[config.mk]
export PLATFORM = sky130hd
export DESIGN_NAME = ex_mem_stage
export DESIGN_NICKNAME = d
export VERILOG_FILES = /design/src/rtl/mips16_pkg.sv /design/src/rtl/skid_buf2.sv /design/src/rtl/ex_mem_stage.sv
export SDC_FILE = /design/constraint.sdc
export NUM_CORES = 1
export LEC_CHECK = 0
export CAP_MARGIN = 0
export CORE_MARGIN = 2
export CORE_UTILIZATION = 45
export CTS_BUF_LIST = sky130_fd_sc_hd__clkbuf_8
export DETAILED_ROUTE_END_ITERATION = 16
export PLACE_DENSITY_LB_ADDON = 0.15
export SLEW_MARGIN = 15
export SYNTH_ARGS = -nofsm -noshare
export SYNTH_HDL_FRONTEND = slang
export SYNTH_HIERARCHICAL = 1
export SYNTH_SLANG_ARGS = --single-unit
[constraint.sdc]
create_clock -name clk -period 3 [get_ports clk]
set_input_delay 0.45 -clock clk [delete_from_list [all_inputs] [get_ports clk]]
set_output_delay 0.45 -clock clk [all_outputs]
set_load 0.02 [all_outputs]
[src/rtl/mips16_pkg.sv]
// Shared types and constants for the 16-bit MIPS pipeline.
package mips16_pkg;

  localparam int REG_AW = 3;
  localparam int DATA_W = 16;

  // Conditional branch encodings carried with each instruction.
  typedef enum logic [1:0] {
    BR_NONE = 2'b00,
    BR_EQ   = 2'b01,
    BR_NE   = 2'b10,
    BR_LT   = 2'b11
  } br_type_t;

  // One instruction's worth of state handed to the memory stage.
  typedef struct packed {
    logic [DATA_W-1:0] result;
    logic [DATA_W-1:0] store_data;
    logic [REG_AW-1:0] dest;
    logic              mem_rd;
    logic              mem_wr;
    logic              reg_wr;
  } exmem_entry_t;

  // Occupancy of the 2-entry skid buffer.
  typedef enum logic [1:0] {
    BUF_EMPTY = 2'b00,
    BUF_ONE   = 2'b01,
    BUF_TWO   = 2'b10
  } buf_state_t;

  // Branch condition evaluated from the ALU flags.
  function automatic logic branch_taken(input br_type_t bt, input logic zero, input logic less);
    logic taken;
    taken = 1'b0;
    case (bt)
      BR_EQ:   taken = zero;
      BR_NE:   taken = ~zero;
      BR_LT:   taken = less;
      default: taken = 1'b0;
    endcase
    return taken;
  endfunction

endpackage

[src/rtl/skid_buf2.sv]
// Generic 2-entry valid/ready skid buffer. Outputs come from the main
// entry; the skid entry catches a push that arrives while main is stalled.
// in_ready depends only on registered state.
module skid_buf2
  import mips16_pkg::*;
#(
  parameter type entry_t = logic [7:0]
) (
  input  logic   clk,
  input  logic   reset,
  input  logic   flush,
  input  logic   push,
  input  entry_t in_data,
  output logic   in_ready,
  output logic   out_valid,
  input  logic   out_ready,
  output entry_t out_data
);

  buf_state_t state_reg;
  buf_state_t state_next;
  entry_t     main_reg;
  entry_t     skid_reg;
  logic       load_main;
  logic       main_from_skid;
  logic       load_skid;
  logic       pop;

  assign out_valid = (state_reg != BUF_EMPTY);
  assign in_ready  = (state_reg != BUF_TWO);
  assign pop       = out_valid & out_ready;
  assign out_data  = main_reg;

  // Next-state and register load decisions; flush overrides everything.
  always_comb begin
    state_next     = state_reg;
    load_main      = 1'b0;
    main_from_skid = 1'b0;
    load_skid      = 1'b0;
    case (state_reg)
      BUF_EMPTY: begin
        if (push) begin
          load_main  = 1'b1;
          state_next = BUF_ONE;
        end
      end
      BUF_ONE: begin
        if (push && pop) begin
          load_main = 1'b1;
        end else if (push) begin
          load_skid  = 1'b1;
          state_next = BUF_TWO;
        end else if (pop) begin
          state_next = BUF_EMPTY;
        end
      end
      BUF_TWO: begin
        if (pop) begin
          load_main      = 1'b1;
          main_from_skid = 1'b1;
          state_next     = BUF_ONE;
        end
      end
      default: state_next = BUF_EMPTY;
    endcase
    if (flush) begin
      state_next     = BUF_EMPTY;
      load_main      = 1'b0;
      main_from_skid = 1'b0;
      load_skid      = 1'b0;
    end
  end

  // State and entry registers.
  always_ff @(posedge clk or posedge reset) begin
    if (reset) begin
      state_reg <= BUF_EMPTY;
      main_reg  <= '0;
      skid_reg  <= '0;
    end else begin
      state_reg <= state_next;
      if (load_main) main_reg <= main_from_skid ? skid_reg : in_data;
      if (load_skid) skid_reg <= in_data;
    end
  end

endmodule

[src/rtl/ex_mem_stage.sv]
// Execute-to-memory stage: resolves branches, pulses a one-cycle PC
// redirect for taken branches, counts them, and forwards non-branch
// instructions to the memory stage through a 2-entry skid buffer.
module ex_mem_stage
  import mips16_pkg::*;
#(
  parameter int CNT_W = 16
) (
  input  logic              clk,
  input  logic              reset,
  input  logic              flush,
  input  logic              in_valid,
  output logic              in_ready,
  input  logic [DATA_W-1:0] alu_out,
  input  logic              alu_zero,
  input  logic              alu_less,
  input  logic [DATA_W-1:0] pc_plus1,
  input  logic [DATA_W-1:0] imm,
  input  logic [DATA_W-1:0] rt_data,
  input  logic [REG_AW-1:0] dest,
  input  logic [1:0]        br_type,
  input  logic              mem_rd,
  input  logic              mem_wr,
  input  logic              reg_wr,
  output logic              out_valid,
  input  logic              out_ready,
  output logic [DATA_W-1:0] out_result,
  output logic [DATA_W-1:0] out_store_data,
  output logic [REG_AW-1:0] out_dest,
  output logic              out_mem_rd,
  output logic              out_mem_wr,
  output logic              out_reg_wr,
  output logic              redirect_valid,
  output logic [DATA_W-1:0] redirect_pc,
  output logic [CNT_W-1:0]  br_taken_cnt
);

  logic         accept;
  logic         is_branch;
  logic         taken;
  logic         push;
  exmem_entry_t in_entry;
  exmem_entry_t out_entry;

  // The instruction offered while a redirect is pulsing is wrong-path:
  // it is consumed (in_ready stays high) but never acted on.
  assign accept    = in_valid & in_ready & ~flush & ~redirect_valid;
  assign is_branch = (br_type != BR_NONE);
  assign taken     = branch_taken(br_type_t'(br_type), alu_zero, alu_less);
  assign push      = accept & ~is_branch;

  assign in_entry = '{result:     alu_out,
                      store_data: rt_data,
                      dest:       dest,
                      mem_rd:     mem_rd,
                      mem_wr:     mem_wr,
                      reg_wr:     reg_wr};

  skid_buf2 #(
    .entry_t (exmem_entry_t)
  ) u_buf (
    .clk       (clk),
    .reset     (reset),
    .flush     (flush),
    .push      (push),
    .in_data   (in_entry),
    .in_ready  (in_ready),
    .out_valid (out_valid),
    .out_ready (out_ready),
    .out_data  (out_entry)
  );

  assign out_result     = out_entry.result;
  assign out_store_data = out_entry.store_data;
  assign out_dest       = out_entry.dest;
  assign out_mem_rd     = out_entry.mem_rd;
  assign out_mem_wr     = out_entry.mem_wr;
  assign out_reg_wr     = out_entry.reg_wr;

  // Redirect pulse, target capture and saturating taken-branch counter.
  // flush is already folded into accept, so it suppresses all three.
  always_ff @(posedge clk or posedge reset) begin
    if (reset) begin
      redirect_valid <= 1'b0;
      redirect_pc    <= '0;
      br_taken_cnt   <= '0;
    end else begin
      redirect_valid <= accept & is_branch & taken;
      if (accept && is_branch && taken) begin
        redirect_pc <= pc_plus1 + imm;
        if (br_taken_cnt != {CNT_W{1'b1}}) br_taken_cnt <= br_taken_cnt + CNT_W'(1);
      end
    end
  end

endmodule

## Word-level counts from Yosys, hierarchy flattened

Index checks and enable logic that the tools add are counted.

| operators by class | value |
|---|---|
| muxes and demuxes | 19 |
| eq/ne operators | 11 |
| $add $sub $neg | 2 |
| reduce and logical (&&, ||, !) cells | 8 |
| bitwise operators | 11 |

Operators by type and width:

| operator | count |
|---|---|
| $mux W38 | 1 |
| $add A16 B1 Y16 const B | 1 |
| $add A16 B16 Y16 | 1 |
| $ne A16 B16 Y1 const B | 1 |
| $mux W2 | 6 |
| $mux W1 | 9 |
| $and A1 B1 Y1 | 7 |
| $eq A2 B2 Y1 const B | 3 |
| $ne A3 B2 Y1 const B | 2 |
| $pmux W1 S3 | 2 |
| $pmux W2 S3 | 1 |
| $eq A2 B1 Y1 const B | 2 |
| $ne A4 B2 Y1 const B | 1 |
| $not A1 Y1 | 4 |
| $reduce_and A4 Y1 | 1 |
| $reduce_bool A2 Y1 | 2 |
| $logic_and A1 B1 Y1 | 3 |
| $ne A3 B3 Y1 const B | 1 |
| $logic_not A2 Y1 | 1 |
| $ne A2 B2 Y1 const B | 1 |
| $reduce_and A2 Y1 | 1 |

| storage, ports and cells | value |
|---|---|
| output and inout bits | 73 |
| bits in registers | 111 |
| word-level logic and storage cells | 67 |
| input bits | 79 |

## Longest topological paths before layout

| depth | value |
|---|---|
| word-level depth | 9 |
| depth in mapped cells | 8 |
| depth with buffers taken out | 8 |

## Hierarchy

The synthesis kept the hierarchy.

Modules (own cells, without submodules):

| module | cells each | area an instance (µm²) | instances | seq. area each (µm²) |
|---|---|---|---|---|
| skid_buf2 | 221 | 3,607.2 | 1 | 1,951.9 |
| ex_mem_stage | 221 | 2,089.5 | 1 | 825.8 |

## Worst setup path before layout

Ideal clock, no wire load.

| timing | value |
|---|---|
| path kind | flip-flop to flip-flop |
| from | register u_buf.state_reg[0] |
| to | register u_buf.main_reg, in the netlist u_buf/out_data[10] |
| required time | 2.875 ns |
| cell stages (with the launch flop) | 9 |
| period minus slack after synthesis | 2.410 ns |
| arrival time | 2.285 ns |
| setup time | 0.125 ns |
| slack | 0.590 ns |
| path through | dfrtp_1 nand2b_1 and4bb_1 nor3b_1 mux2i_1 o31ai_2 buf_4 buf_6 mux2_4 |

| between the ends | value |
|---|---|
| word-level cells in the longest chain between the ends | 9 |

Ends and longest elaborated chain:

| element | RTL line | source |
|---|---|---|
| start: declaration | skid_buf2.sv:20 | `buf_state_t state_reg;` |
| start signal: assignment | skid_buf2.sv:81 | `state_reg <= state_next;` |
| $ne A2 B2 Y1 * | skid_buf2.sv:30 | `assign in_ready = (state_reg != BUF_TWO);` |
| named net in_ready | ex_mem_stage.sv:13 | `output logic in_ready,` |
| $and A1 B1 Y1 * (3 in series) | ex_mem_stage.sv:47 | `assign accept = in_valid & in_ready & ~flush & ~redirect_valid;` |
| $and A1 B1 Y1 * | ex_mem_stage.sv:50 | `assign push = accept & ~is_branch;` |
| named net push | ex_mem_stage.sv:41 | `logic push;` |
| $logic_and A1 B1 Y1 | skid_buf2.sv:48 | `if (push && pop) begin` |
| $mux W1 | skid_buf2.sv:48 |  |
| $pmux W1 S3 * | skid_buf2.sv:40 | `case (state_reg)` |
| $mux W1 * | skid_buf2.sv:66 | `if (flush) begin` |
| end signal: assignment | skid_buf2.sv:82 | `if (load_main) main_reg <= main_from_skid ? skid_reg : in_data;` |
| end: declaration | skid_buf2.sv:22 | `entry_t main_reg;` |

The timed path passes the listed nets; every way through them passes the cells marked *.
A chain may end at the register's enable or synchronous reset.

## Final worst setup path

| timing | value |
|---|---|
| from | register u_buf.state_reg[0] |
| to | register u_buf.main_reg, in the netlist u_buf/out_data[34] |

| between the ends | value |
|---|---|
| word-level cells in the longest chain between the ends | 9 |

Ends and longest elaborated chain:

| element | RTL line |
|---|---|
| $ne A2 B2 Y1 * | skid_buf2.sv:30 |
| $and A1 B1 Y1 * (3 in series) | ex_mem_stage.sv:47 |
| $and A1 B1 Y1 * | ex_mem_stage.sv:50 |
| named net push | ex_mem_stage.sv:41 |
| $logic_and A1 B1 Y1 | skid_buf2.sv:48 |
| $mux W1 | skid_buf2.sv:48 |
| $pmux W1 S3 * | skid_buf2.sv:40 |
| $mux W1 * | skid_buf2.sv:66 |

Marked as above.

==> summary.txt <==
Worst setup path
  – Reg2reg end: u_buf/out_data[34]$_DFFE_PP0P_
  – CP Capture Type: flop
  – Critical Path RT: 3.26 ns
  – Crit-path cells: nand2b_1 > and4bb_1 > nor3b_1 > mux2i_1 > o31ai_4 > buf_12 > mux2_2
  – Crit Path Max Fanout: 38
  – Critical R2R Launch: u_buf/state_reg[0]$_DFFE_PP0P_
  – Worst reg2reg setup slack: 0.43 ns
  – Critical Path AT: 2.84 ns
  – Worst path max stage delay: 0.51 ns
  – Reg2Reg Depth: 7
  – WP buf/inv: 1
  – CP max-delay cell: dfrtp_1
  – Worst Setup Path Type: reg -> reg
  – Delay-heaviest family, CP: simple AND/OR/NAND/NOR gates
  – Critical path launch point type: flop

STA
  – Tcrit/Tclk final: 0.858
  – Relative slew slack: 0.562
  – Final hold viol count: 0
  – F_max: 388 MHz
  – Clock period minus worst slack: 2.57 ns
  – Fin Setup TNS: 0 ns
  – Slew @ Worst Pin: 0.656 ns
  – Clock Skews: 0.00867 ns
  – Final setup viols: 0
  – Final Max Tran Viols: 0
  – RSZ-0062 raised after global routing: no
  – Worst hold margin: 0.492 ns

Synth
  – Ys flop type: dfrtp_1
  – Synth cell count leaders: dfrtp_1, mux2_2, mux2_4
  – Post-synthesis sequential area ratio: 0.488
  – Yosys warns: 6
  – Synthesized instance count: 442
  – Syn_nets: 538
  – Count of unique library cells instantiated by Yosys: 48
  – Top cell type's share of synthesized area: 0.488
  – Mapped Avg Cell Area: 12.9 um^2
  – Area of the mapped netlist: 0.00570 mm^2
  – Synthesized flop and latch total: 111
  – Cell taking the most area after synthesis: dfrtp_1
  – Ranking of synthesized cells by area: dfrtp_1, mux2_2, mux2_4, ha_1, nand2_1
  – Async SR Flop Fraction: 1.00
  – Top-count cell post-synth: dfrtp_1
  – Post-synth EDFFs: 0

Clock network
  – Cts repair resizes: 0
  – Clock Sinks: 111
  – CTS Buffer Depth: 2
  – Total CTS buffers: 9
  – CTS tree: yes
  – Clock Pin Slew Worst Setup and Hold Paths: 0.09 ns
  – Post CTS Setup Buffer Count: 0
  – Cts hold-fix bufs: 0
  – Root Driver: clkbuf_8
  – Clock latency on the worst-skew pair: 0.38 ns
  – Htree depth: 3

Global route
  – Largest net degree at the start of global routing: 49
  – Total GRT Usage: 0.183
  – First-pass GRT wire length: 19.2 mm
  – Initial antenna violation count: 0
  – Vias in the first global route: 4012
  – Overflow after GRT: 0

Status
  – Status: finished, final reports clean

Placed design
  – RePlAce Congestion: 0.819
  – Placed Area: 0.00745 mm^2
  – Port Buffers: 151
  – Placed insts: 759
  – Detailed Place HPWL: 8.64 mm

Detailed routing
  – Starting DRT DRC Count: 160
  – First-pass DRT Iterations: 4
  – DRC viols: 0
  – Drt total wl: 12.0 mm
  – Final ANT Viol Nets: 0
  – DR WL/cell: 15.5 um
  – Vias per cell: 5.09
  – Via Count: 3935

Pwr
  – Pleak: 3.43 nW
  – Peak VDD IR: 328 uV
  – Power Dens Cells: 562 mW/mm^2

Finish
  – Share of layout cells above drive strength 1: 0.255
  – Synthesis-to-layout area growth: 34.1%
  – Finished Cell Area: 0.00764 mm^2
  – Antenna cells: 0
  – Nets@finish: 694
  – Final core occ: 0.613
  – Non-Filler Instances: 773

Die
  – Core area: 0.0125 mm^2
  – Rows: 41
  – Die X: 117 um
  – Die Y: 117 um
  – Initial core utilization: 0.457
  – Total die area: 0.0136 mm^2
  – Ports: 152

Hold path
  – Hold path start: redirect_pc[1]$_DFFE_PP0P_
  – Hold depth: 2
  – WHS Endpoint: redirect_pc[1]$_DFFE_PP0P_
  – HP Class: reg -> reg

Flow run
  – Max Cap Viol: 0
-- worst max path at each step --
stage,cells past startpoint,from,endpoint
2_1_floorplan,1,reset,u_buf/out_data[0]$_DFFE_PP0P_
3_3_place_gp,9,pc_plus1[0],redirect_pc[12]$_DFFE_PP0P_
3_5_place_dp,7,flush,u_buf/out_data[31]$_DFFE_PP0P_
4_1_cts,7,u_buf/state_reg[0]$_DFFE_PP0P_,u_buf/out_data[31]$_DFFE_PP0P_
5_1_grt,7,u_buf/state_reg[0]$_DFFE_PP0P_,u_buf/out_data[26]$_DFFE_PP0P_
6_report,7,u_buf/state_reg[0]$_DFFE_PP0P_,u_buf/out_data[34]$_DFFE_PP0P_
-- area by class of cell --
type	instances	area, um^2
Inverter	5	18.8
Multi-Input combinational cell	309	2790
Sequential cell	111	2780
Clock buffer	10	138
Tap cell	172	215
Timing Repair Buffer	162	1660
Fill cell	1011	4830
Clock inverter	4	47.5
-- cells in the final DEF, fill, tap and decap left out, types with 2 or more instances in the layout --
| cell type | instances |
|---|---|
| clkdlybuf4s50_1 | 151 |
| ha_1 | 16 |
| nand2b_1 | 2 |
| a21oi_1 | 14 |
| o31ai_1 | 4 |
| o21ai_1 | 4 |
| nor2b_1 | 2 |
| xnor2_1 | 14 |
| and3_1 | 4 |
| a21o_1 | 4 |
| a211oi_1 | 5 |
| dfrtp_1 | 111 |
| mux2_4 | 40 |
| clkbuf_8 | 10 |
| nor3_1 | 5 |
| inv_2 | 2 |
| nand4_1 | 4 |
| o21ai_0 | 13 |
| mux2_1 | 2 |
| buf_12 | 5 |
| mux2_2 | 74 |
| nand2_1 | 36 |
| nand3_2 | 5 |
| buf_4 | 6 |
| o21bai_1 | 3 |
| o21a_1 | 6 |
| o211ai_1 | 4 |
| xor2_1 | 11 |
| nand3_1 | 5 |
| nor2_1 | 15 |
| inv_1 | 4 |
-- power breakdown --
| group | switching [mW] | total, mW | internal (mW) |
|---|---|---|---|
| clock | 0.483 | 0.882 | 0.399 |
| combinational | 0.669 | 1.49 | 0.817 |
| sequential | 0.174 | 1.93 | 1.75 |
| total | 1.33 | 4.29 | 2.97 |
-- per-stage QoR --
step | setup slack [ns] | power [mW]
4_1_cts | 0.412 | 4.36
2_1_floorplan | 0.555 | 2.70
3_3_place_gp | 0.216 | 3.42
5_1_grt | 0.286 | 4.54
3_5_place_dp | 0.217 | 3.46
6_report | 0.426 | 4.29
-- per-layer routing --
layer | routed length (um) | up-vias | track usage | share of wire
met5 | 0 | - | 0 | 0
met4 | 189 | 0 | 0.0722 | 0.016
met3 | 721 | 12 | 0.0420 | 0.060
met2 | 5940 | 109 | 0.313 | 0.50
met1 | 5140 | 1925 | 0.225 | 0.43
li1 | - | 1889 | - | -
-- worst min-delay path, stage by stage (launching register included) --
cell	delay [ns]
dfrtp_1	0.36
nand2_1	0.05
nand2_1	0.05
-- logic make-up after synthesis --
kind of cell / share of synthesized area
DFF: 0.488
xor gates and xnor gates: 0.0384
adders and majority gates: 0.0387
buffers and inverters: 0.0257
AOI/OAI and AO/OA: 0.0723
muxes: 0.257
and+or+nand+nor: 0.0799
Note: power is estimated with default switching activity, not from simulation.
